[config.mk]
export PLATFORM = sky130hd
export DESIGN_NAME = mdio_s_phy
export DESIGN_NICKNAME = d
export VERILOG_FILES = /design/src/rtl/mdio_s_phy.sv
export SDC_FILE = /design/constraint.sdc
export NUM_CORES = 1
export LEC_CHECK = 0
export ABC_AREA = 1
export CAP_MARGIN = 10
export CORE_MARGIN = 2
export CORE_UTILIZATION = 55
export DETAILED_ROUTE_END_ITERATION = 10
export GPL_TIMING_DRIVEN = 0
export PLACE_DENSITY = 0.79
export SETUP_SLACK_MARGIN = 0.05
export SLEW_MARGIN = 20
export SYNTH_ARGS = -nofsm -noshare
export SYNTH_HDL_FRONTEND = slang
export SYNTH_SLANG_ARGS = --single-unit
[constraint.sdc]
create_clock -name clk -period 2 [get_ports clk]
set_clock_uncertainty 0.05 [all_clocks]
set_input_delay 0.2 -clock clk [delete_from_list [all_inputs] [get_ports clk]]
set_output_delay 0.2 -clock clk [all_outputs]
set_load 0.01 [all_outputs]
[src/rtl/mdio_s_phy.sv]
`default_nettype none
// ============================================================================
//  Module      : mdio_s_phy
//  Description : MDIO Clause-22 slave. Oversamples MDC/MDI on clk, decodes
//                read/write frames addressed to PHY_ADDR, strobes a local
//                32x16 register-file port and returns read data on MDIO.
//  Revision    : 1.0 - initial release
// ============================================================================
module mdio_s_phy #(
    parameter logic [4:0] PHY_ADDR     = 5'd1,
    parameter int         PREAMBLE_LEN = 32,
    parameter int         SYNC_STAGES  = 2
) (
    input  logic        clk,
    input  logic        rst_n,
    input  logic        mdc,
    input  logic        mdi,
    output logic        mdo,
    output logic        mdo_en,
    output logic [4:0]  reg_addr,
    output logic        reg_rd_en,
    input  logic [15:0] reg_rdata,
    output logic        reg_wr_en,
    output logic [15:0] reg_wdata,
    output logic        frame_err
);

    typedef enum logic [2:0] {
        S_PRE   = 3'd0,
        S_ST    = 3'd1,
        S_OP    = 3'd2,
        S_PHY   = 3'd3,
        S_REG   = 3'd4,
        S_TA    = 3'd5,
        S_WDATA = 3'd6,
        S_RDATA = 3'd7
    } state_t;

    // Preamble counter must hold 0..32 inclusive, hence 6 bits.
    localparam logic [5:0] c_PRE_MAX = 6'(PREAMBLE_LEN);

    logic [SYNC_STAGES-1:0] r_mdc_sync;
    logic [SYNC_STAGES-1:0] r_mdi_sync;
    logic                   r_mdc_prev;
    logic                   w_rise;
    logic                   w_bit;

    state_t      r_state,    w_state_nxt;
    logic [5:0]  r_pre_cnt,  w_pre_nxt;
    logic [4:0]  r_bit_cnt,  w_bcnt_nxt;
    logic        r_is_read,  w_is_read_nxt;
    logic [4:0]  r_phy_shift, w_phy_nxt;
    logic [15:0] r_shift,    w_shift_nxt;
    logic        r_rd_pend;

    logic        w_mdo_nxt;
    logic        w_mdo_en_nxt;
    logic [4:0]  w_addr_nxt;
    logic        w_rd_en_nxt;
    logic        w_wr_en_nxt;
    logic [15:0] w_wdata_nxt;
    logic        w_err_nxt;
    logic [4:0]  w_phy_word;
    logic [4:0]  w_addr_word;
    logic [15:0] w_data_word;

    assign w_rise      = r_mdc_sync[SYNC_STAGES-1] & ~r_mdc_prev;
    assign w_bit       = r_mdi_sync[SYNC_STAGES-1];
    assign w_phy_word  = {r_phy_shift[3:0], w_bit};
    assign w_addr_word = {reg_addr[3:0], w_bit};
    assign w_data_word = {r_shift[14:0], w_bit};

    // Bring the asynchronous MDC/MDI pins into the clk domain and keep the
    // previous synced MDC for rising-edge detection.
    always_ff @(posedge clk or negedge rst_n) begin
        if (!rst_n) begin
            r_mdc_sync <= '0;
            r_mdi_sync <= '1;
            r_mdc_prev <= 1'b0;
        end else begin
            r_mdc_sync <= {r_mdc_sync[SYNC_STAGES-2:0], mdc};
            r_mdi_sync <= {r_mdi_sync[SYNC_STAGES-2:0], mdi};
            r_mdc_prev <= r_mdc_sync[SYNC_STAGES-1];
        end
    end

    // State register plus all frame-tracking and output registers.
    always_ff @(posedge clk or negedge rst_n) begin
        if (!rst_n) begin
            r_state     <= S_PRE;
            r_pre_cnt   <= '0;
            r_bit_cnt   <= '0;
            r_is_read   <= 1'b0;
            r_phy_shift <= '0;
            r_shift     <= '0;
            r_rd_pend   <= 1'b0;
            mdo         <= 1'b1;
            mdo_en      <= 1'b0;
            reg_addr    <= '0;
            reg_rd_en   <= 1'b0;
            reg_wr_en   <= 1'b0;
            reg_wdata   <= '0;
            frame_err   <= 1'b0;
        end else begin
            r_state     <= w_state_nxt;
            r_pre_cnt   <= w_pre_nxt;
            r_bit_cnt   <= w_bcnt_nxt;
            r_is_read   <= w_is_read_nxt;
            r_phy_shift <= w_phy_nxt;
            r_shift     <= w_shift_nxt;
            r_rd_pend   <= reg_rd_en;
            mdo         <= w_mdo_nxt;
            mdo_en      <= w_mdo_en_nxt;
            reg_addr    <= w_addr_nxt;
            reg_rd_en   <= w_rd_en_nxt;
            reg_wr_en   <= w_wr_en_nxt;
            reg_wdata   <= w_wdata_nxt;
            frame_err   <= w_err_nxt;
        end
    end

    // Frame decoder: advances only on a synced MDC rising edge.
    always_comb begin
        w_state_nxt   = r_state;
        w_pre_nxt     = r_pre_cnt;
        w_bcnt_nxt    = r_bit_cnt;
        w_is_read_nxt = r_is_read;
        w_phy_nxt     = r_phy_shift;
        w_shift_nxt   = r_shift;
        w_mdo_nxt     = mdo;
        w_mdo_en_nxt  = mdo_en;
        w_addr_nxt    = reg_addr;
        w_wdata_nxt   = reg_wdata;
        w_rd_en_nxt   = 1'b0;
        w_wr_en_nxt   = 1'b0;
        w_err_nxt     = 1'b0;

        // Register file answers one clk after the read strobe.
        if (r_rd_pend) begin
            w_shift_nxt = reg_rdata;
        end

        if (w_rise) begin
            case (r_state)
                S_PRE: begin
                    if (w_bit) begin
                        if (r_pre_cnt != c_PRE_MAX) begin
                            w_pre_nxt = r_pre_cnt + 6'd1;
                        end
                    end else if (r_pre_cnt == c_PRE_MAX) begin
                        w_state_nxt = S_ST;
                        w_pre_nxt   = '0;
                    end else begin
                        w_pre_nxt = '0;
                    end
                end
                S_ST: begin
                    if (w_bit) begin
                        w_state_nxt = S_OP;
                        w_bcnt_nxt  = '0;
                    end else begin
                        w_err_nxt   = 1'b1;
                        w_state_nxt = S_PRE;
                        w_pre_nxt   = '0;
                    end
                end
                S_OP: begin
                    // First OP bit is 1 for a read, 0 for a write; the second
                    // bit must be its complement.
                    if (r_bit_cnt == 5'd0) begin
                        w_is_read_nxt = w_bit;
                        w_bcnt_nxt    = 5'd1;
                    end else if (r_is_read != w_bit) begin
                        w_state_nxt = S_PHY;
                        w_bcnt_nxt  = '0;
                    end else begin
                        w_err_nxt   = 1'b1;
                        w_state_nxt = S_PRE;
                        w_pre_nxt   = '0;
                    end
                end
                S_PHY: begin
                    w_phy_nxt = w_phy_word;
                    if (r_bit_cnt == 5'd4) begin
                        w_bcnt_nxt = '0;
                        if (w_phy_word == PHY_ADDR) begin
                            w_state_nxt = S_REG;
                        end else begin
                            w_state_nxt = S_PRE;
                            w_pre_nxt   = '0;
                        end
                    end else begin
                        w_bcnt_nxt = r_bit_cnt + 5'd1;
                    end
                end
                S_REG: begin
                    w_addr_nxt = w_addr_word;
                    if (r_bit_cnt == 5'd4) begin
                        w_state_nxt = S_TA;
                        w_bcnt_nxt  = '0;
                        w_rd_en_nxt = r_is_read;
                    end else begin
                        w_bcnt_nxt = r_bit_cnt + 5'd1;
                    end
                end
                S_TA: begin
                    if (r_is_read) begin
                        // Rise ending TA1: take the line and drive TA2 low.
                        w_mdo_nxt    = 1'b0;
                        w_mdo_en_nxt = 1'b1;
                        w_state_nxt  = S_RDATA;
                        w_bcnt_nxt   = '0;
                    end else if (r_bit_cnt == 5'd0) begin
                        if (w_bit) begin
                            w_bcnt_nxt = 5'd1;
                        end else begin
                            w_err_nxt   = 1'b1;
                            w_state_nxt = S_PRE;
                            w_pre_nxt   = '0;
                        end
                    end else begin
                        if (!w_bit) begin
                            w_state_nxt = S_WDATA;
                            w_bcnt_nxt  = '0;
                        end else begin
                            w_err_nxt   = 1'b1;
                            w_state_nxt = S_PRE;
                            w_pre_nxt   = '0;
                        end
                    end
                end
                S_RDATA: begin
                    if (r_bit_cnt == 5'd16) begin
                        w_mdo_nxt    = 1'b1;
                        w_mdo_en_nxt = 1'b0;
                        w_state_nxt  = S_PRE;
                        w_pre_nxt    = '0;
                        w_bcnt_nxt   = '0;
                    end else begin
                        w_mdo_nxt   = r_shift[15];
                        w_shift_nxt = {r_shift[14:0], 1'b0};
                        w_bcnt_nxt  = r_bit_cnt + 5'd1;
                    end
                end
                S_WDATA: begin
                    w_shift_nxt = w_data_word;
                    if (r_bit_cnt == 5'd15) begin
                        w_wdata_nxt = w_data_word;
                        w_wr_en_nxt = 1'b1;
                        w_state_nxt = S_PRE;
                        w_pre_nxt   = '0;
                        w_bcnt_nxt  = '0;
                    end else begin
                        w_bcnt_nxt = r_bit_cnt + 5'd1;
                    end
                end
                default: begin
                    w_state_nxt = S_PRE;
                    w_pre_nxt   = '0;
                end
            endcase
        end
    end

endmodule
`default_nettype wire
==> impl_metrics.py, run 1 <==
metrics = {
    "worst_setup_path": {
        "reg2reg_to": "reg_wdata[6]$_DFFE_PN0P_",
        "criticalPathCategory": "reg2reg",
        "required_ps": 2180,
        "critPathLaunchType": "register",
        "startpoint": "r_bit_cnt[0]$_DFFE_PN0P_",
        "crit_fanout": 10,
        "reg2regPathDepth": 10,
        "r2r_start": "r_bit_cnt[0]$_DFFE_PN0P_",
        "cp_data_arrival_time_ps": 2030,
        "reg2reg_slack_ps": 150,
        "endpoint_kind": "register",
    },
    "yosys": {
        "synth_enable_flop_cells": 0,
        "synth_top_area_frac": 0.417,
        "synth_area_um2": 3840,
        "synth_top_area_cell": "dfrtp_1",
        "synth_fp_nets": 498,
        "synth.top_cells.by_count": "113 x nand2_1, 64 x dfrtp_1, 58 x nand3_1",
        "ys_seq_area_frac": 0.438,
        "ys_top_cells_by_area": "dfrtp_1 42%, nand2_1 11%, nand3_1 7.6%",
        "synth.avg_cell_area_um2": 8.19,
        "ys_seq_elements": 67,
        "ys_warn_count": 0,
        "synth_ff_type": "dfrtp_1",
        "syn_inst": 469,
        "async_flop_share": 1.00,
        "synth_cell_types": 34,
        "synth.most_common_cell": "nand2_1",
    },
    "sta": {
        "drv_slew": 0,
        "fin_setup_tns_ps": 0,
        "max_freq_mhz": 541,
        "hold_viol": 0,
        "setup_viol": 0,
        "tightest_slew_ps": 582,
        "setup_ws_ps": 151,
        "fin_crit_ps": 1850,
        "timing.final.crit_share": 0.924,
        "maxSlewHeadroom": 0.609,
        "rsz0062_at_grt": "no",
    },
    "clocking": {
        "cts_root_buf": "clkbuf_8",
        "cts_made_buffers": 9,
        "cts_tree": "done",
        "cts_max_path_buffers": 2,
        "h-tree-depth": 3,
        "cts.clk_slew.worst_paths_ps": 70,
        "cts_sinks": 67,
        "insertion_delay_ps": 340,
    },
    "floorplanning": {
        "start_util": 0.568,
        "num_rows": 30,
        "die_width_um": 87.6,
        "die-area_um2": 7670,
        "die_h_um": 87.6,
        "ioPinCount": 46,
        "fp.coreArea_um2": 6760,
    },
    "power_and_ir_drop": {
        "cellPowerDensity_nw_per_um2": 572,
        "power.internal_mw": 2.07,
        "ir_drop_uv": 419,
        "p_comb_frac": 0.059,
        "leakagePower_nw": 2.30,
        "net-switching-power_mw": 0.610,
        "swShare": 0.227,
        "seqPwrFrac": 0.518,
        "power_frac_clock": 0.424,
    },
    "drt": {
        "drt.antenna.violating_nets": 0,
        "wl_per_cell_um": 14.4,
        "first_pass_iters": 5,
        "drc": 0,
        "via_per_inst": 5.43,
        "first_iter_violations": 174,
        "vias": 3342,
        "drt_wl_total_um": 8870,
    },
    "placement": {
        "post-place-ws_ps": -90.6,
        "dpl_cell_area_um2": 4410,
        "post-dp-hpwl_um": 6350,
        "portBuffers": 45,
        "globalplace.congestion": 0.892,
    },
    "outcome": {
        "status": "finished clean",
    },
    "hold_path": {
        "hold_end": "r_mdi_sync[0]$_DFF_PN1_",
        "hold_class": "in2reg",
        "min-delay-start": "mdi",
        "hold_path_depth": 1,
    },
    "final_layout": {
        "num_antenna_cells": 0,
        "final_nets": 560,
        "finish.instance_area_um2": 4690,
        "drive_above_1_share": 0.194,
        "final_util": 0.695,
        "syn_to_final_growth_pct": 22.3,
    },
    "run": {
        "drv_cap": 0,
    },
    "grt": {
        "grt_max_degree": 35,
        "grt.overflow.total": 0,
        "grt_usage": 0.249,
        "grt_pass1_vias": 3359,
        "antenna_found_initial": 0,
        "grt_pass1_wl_um": 14900,
    },
}
==> layout by cell type, fill, tap and decap left out, types with 5 or more instances in the layout <==
| cell | instances |
|---|---|
| nand2_1 | 113 |
| dfrtp_1 | 64 |
| nand3_1 | 58 |
| inv_1 | 48 |
| clkdlybuf4s50_1 | 44 |
| o21ai_0 | 27 |
| nor2_1 | 24 |
| o21ai_1 | 20 |
| inv_2 | 11 |
| o21ai_2 | 11 |
| clkbuf_8 | 11 |
| buf_4 | 10 |
| nor2_4 | 9 |
| nand4_1 | 8 |
| nand2_2 | 7 |
| a21oi_1 | 7 |
| nand3_2 | 5 |
| ha_1 | 5 |
==> metrics by stage <==
stage | hold slack [ps] | instances | total power, mW
global route | 229 | 615 | 2.79
global placement | 284 | 594 | 1.56
floorplan | -146 | 469 | 1.47
detailed placement | 125 | 595 | 1.57
finish | 220 | 615 | 2.68
CTS | 208 | 613 | 2.71
==> critical path: stages (launching register included) <==
cell,delay (ps)
dfrtp_1,410
ha_2,210
nand2_1,70
nor2_2,130
ha_2,200
inv_2,70
nor3_4,220
inv_2,90
buf_4,180
nand2_1,60
o21ai_1,60
==> worst max path at each step <==
| stage | to | slack (ps) | cells past startpoint |
|---|---|---|---|
| CTS | r_pre_cnt[1]$_DFFE_PN0P_ | 70 | 11 |
| detailed placement | r_pre_cnt[1]$_DFFE_PN0P_ | -90 | 10 |
| floorplan | r_pre_cnt[0]$_DFFE_PN0P_ | 190 | 10 |
| finish | reg_wdata[6]$_DFFE_PN0P_ | 150 | 10 |
| global placement | r_phy_shift[0]$_DFFE_PN0P_ | -1530 | 1 |
| global route | reg_wdata[6]$_DFFE_PN0P_ | 30 | 10 |
==> flip-flops by register name, indices dropped and copies added, names as in the netlist, 2 cells and up <==
name,flops
r_bit_cnt,5
r_shift,16
r_phy_shift,4
r_pre_cnt,6
r_mdi_sync,2
r_state,3
reg_addr,5
reg_wdata,16
r_mdc_sync,2
==> power groups by stage <==
stage / combinational (mW) / clock [mW] / sequential (mW)
global route: 0.177 / 1.22 / 1.39
global placement: 0.143 / 0 / 1.41
detailed placement: 0.151 / 0 / 1.41
finish: 0.158 / 1.14 / 1.39
floorplan: 0.0640 / 0 / 1.41
CTS: 0.157 / 1.16 / 1.39
==> layer usage <==
metal	vias to the layer above	track usage	share of wire
met3	16	0.0547	0.058
met4	0	0.113	0.018
met2	112	0.417	0.48
li1	1647	-	-
met1	1567	0.307	0.44
met5	-	0	0
==> cell type report <==
type | count | area [um^2]
Buffer | 15 | 108
Clock buffer | 11 | 151
Inverter | 62 | 243
Sequential cell | 67 | 1680
Clock inverter | 4 | 50.0
Tap cell | 80 | 100
Fill cell | 570 | 2060
Multi-Input combinational cell | 325 | 1850
Timing Repair Buffer | 51 | 508
==> what timing repair did <==
item	4_1_cts	5_1_grt
endpoints found under the hold margin	30	0
setup endpoints to repair	6	28
resized for setup	1	16
pin swaps	1	3
hold buffers	1	0
setup buffers	2	2
==> cell families after synthesis <==
kind of cell / after synthesis / synth area share
AO/OA/AOI/OAI: 68 / 0.101
multiplexers: 4 / 0.0117
XOR/XNOR: 2 / 0.00456
buffers and inverters: 77 / 0.0886
AND/OR/NAND/NOR: 242 / 0.327
flip-flops: 67 / 0.438
adder cells (fa/ha/maj): 9 / 0.0293
Note: power is estimated with default switching activity, not from simulation.
==> run 2, diff against run 1 <==
==> constraint.sdc (replaced) <==
create_clock -name clk -period 2 [get_ports clk]
set_clock_uncertainty 0.05 [all_clocks]
set_input_delay 0.2 -clock clk [delete_from_list [all_inputs] [get_ports clk]]
set_output_delay 0.2 -clock clk [all_outputs]
set_load 0.02 [all_outputs]
==> results of run 2 <==
Final layout, timing and power as in run 1 (identical DEF).
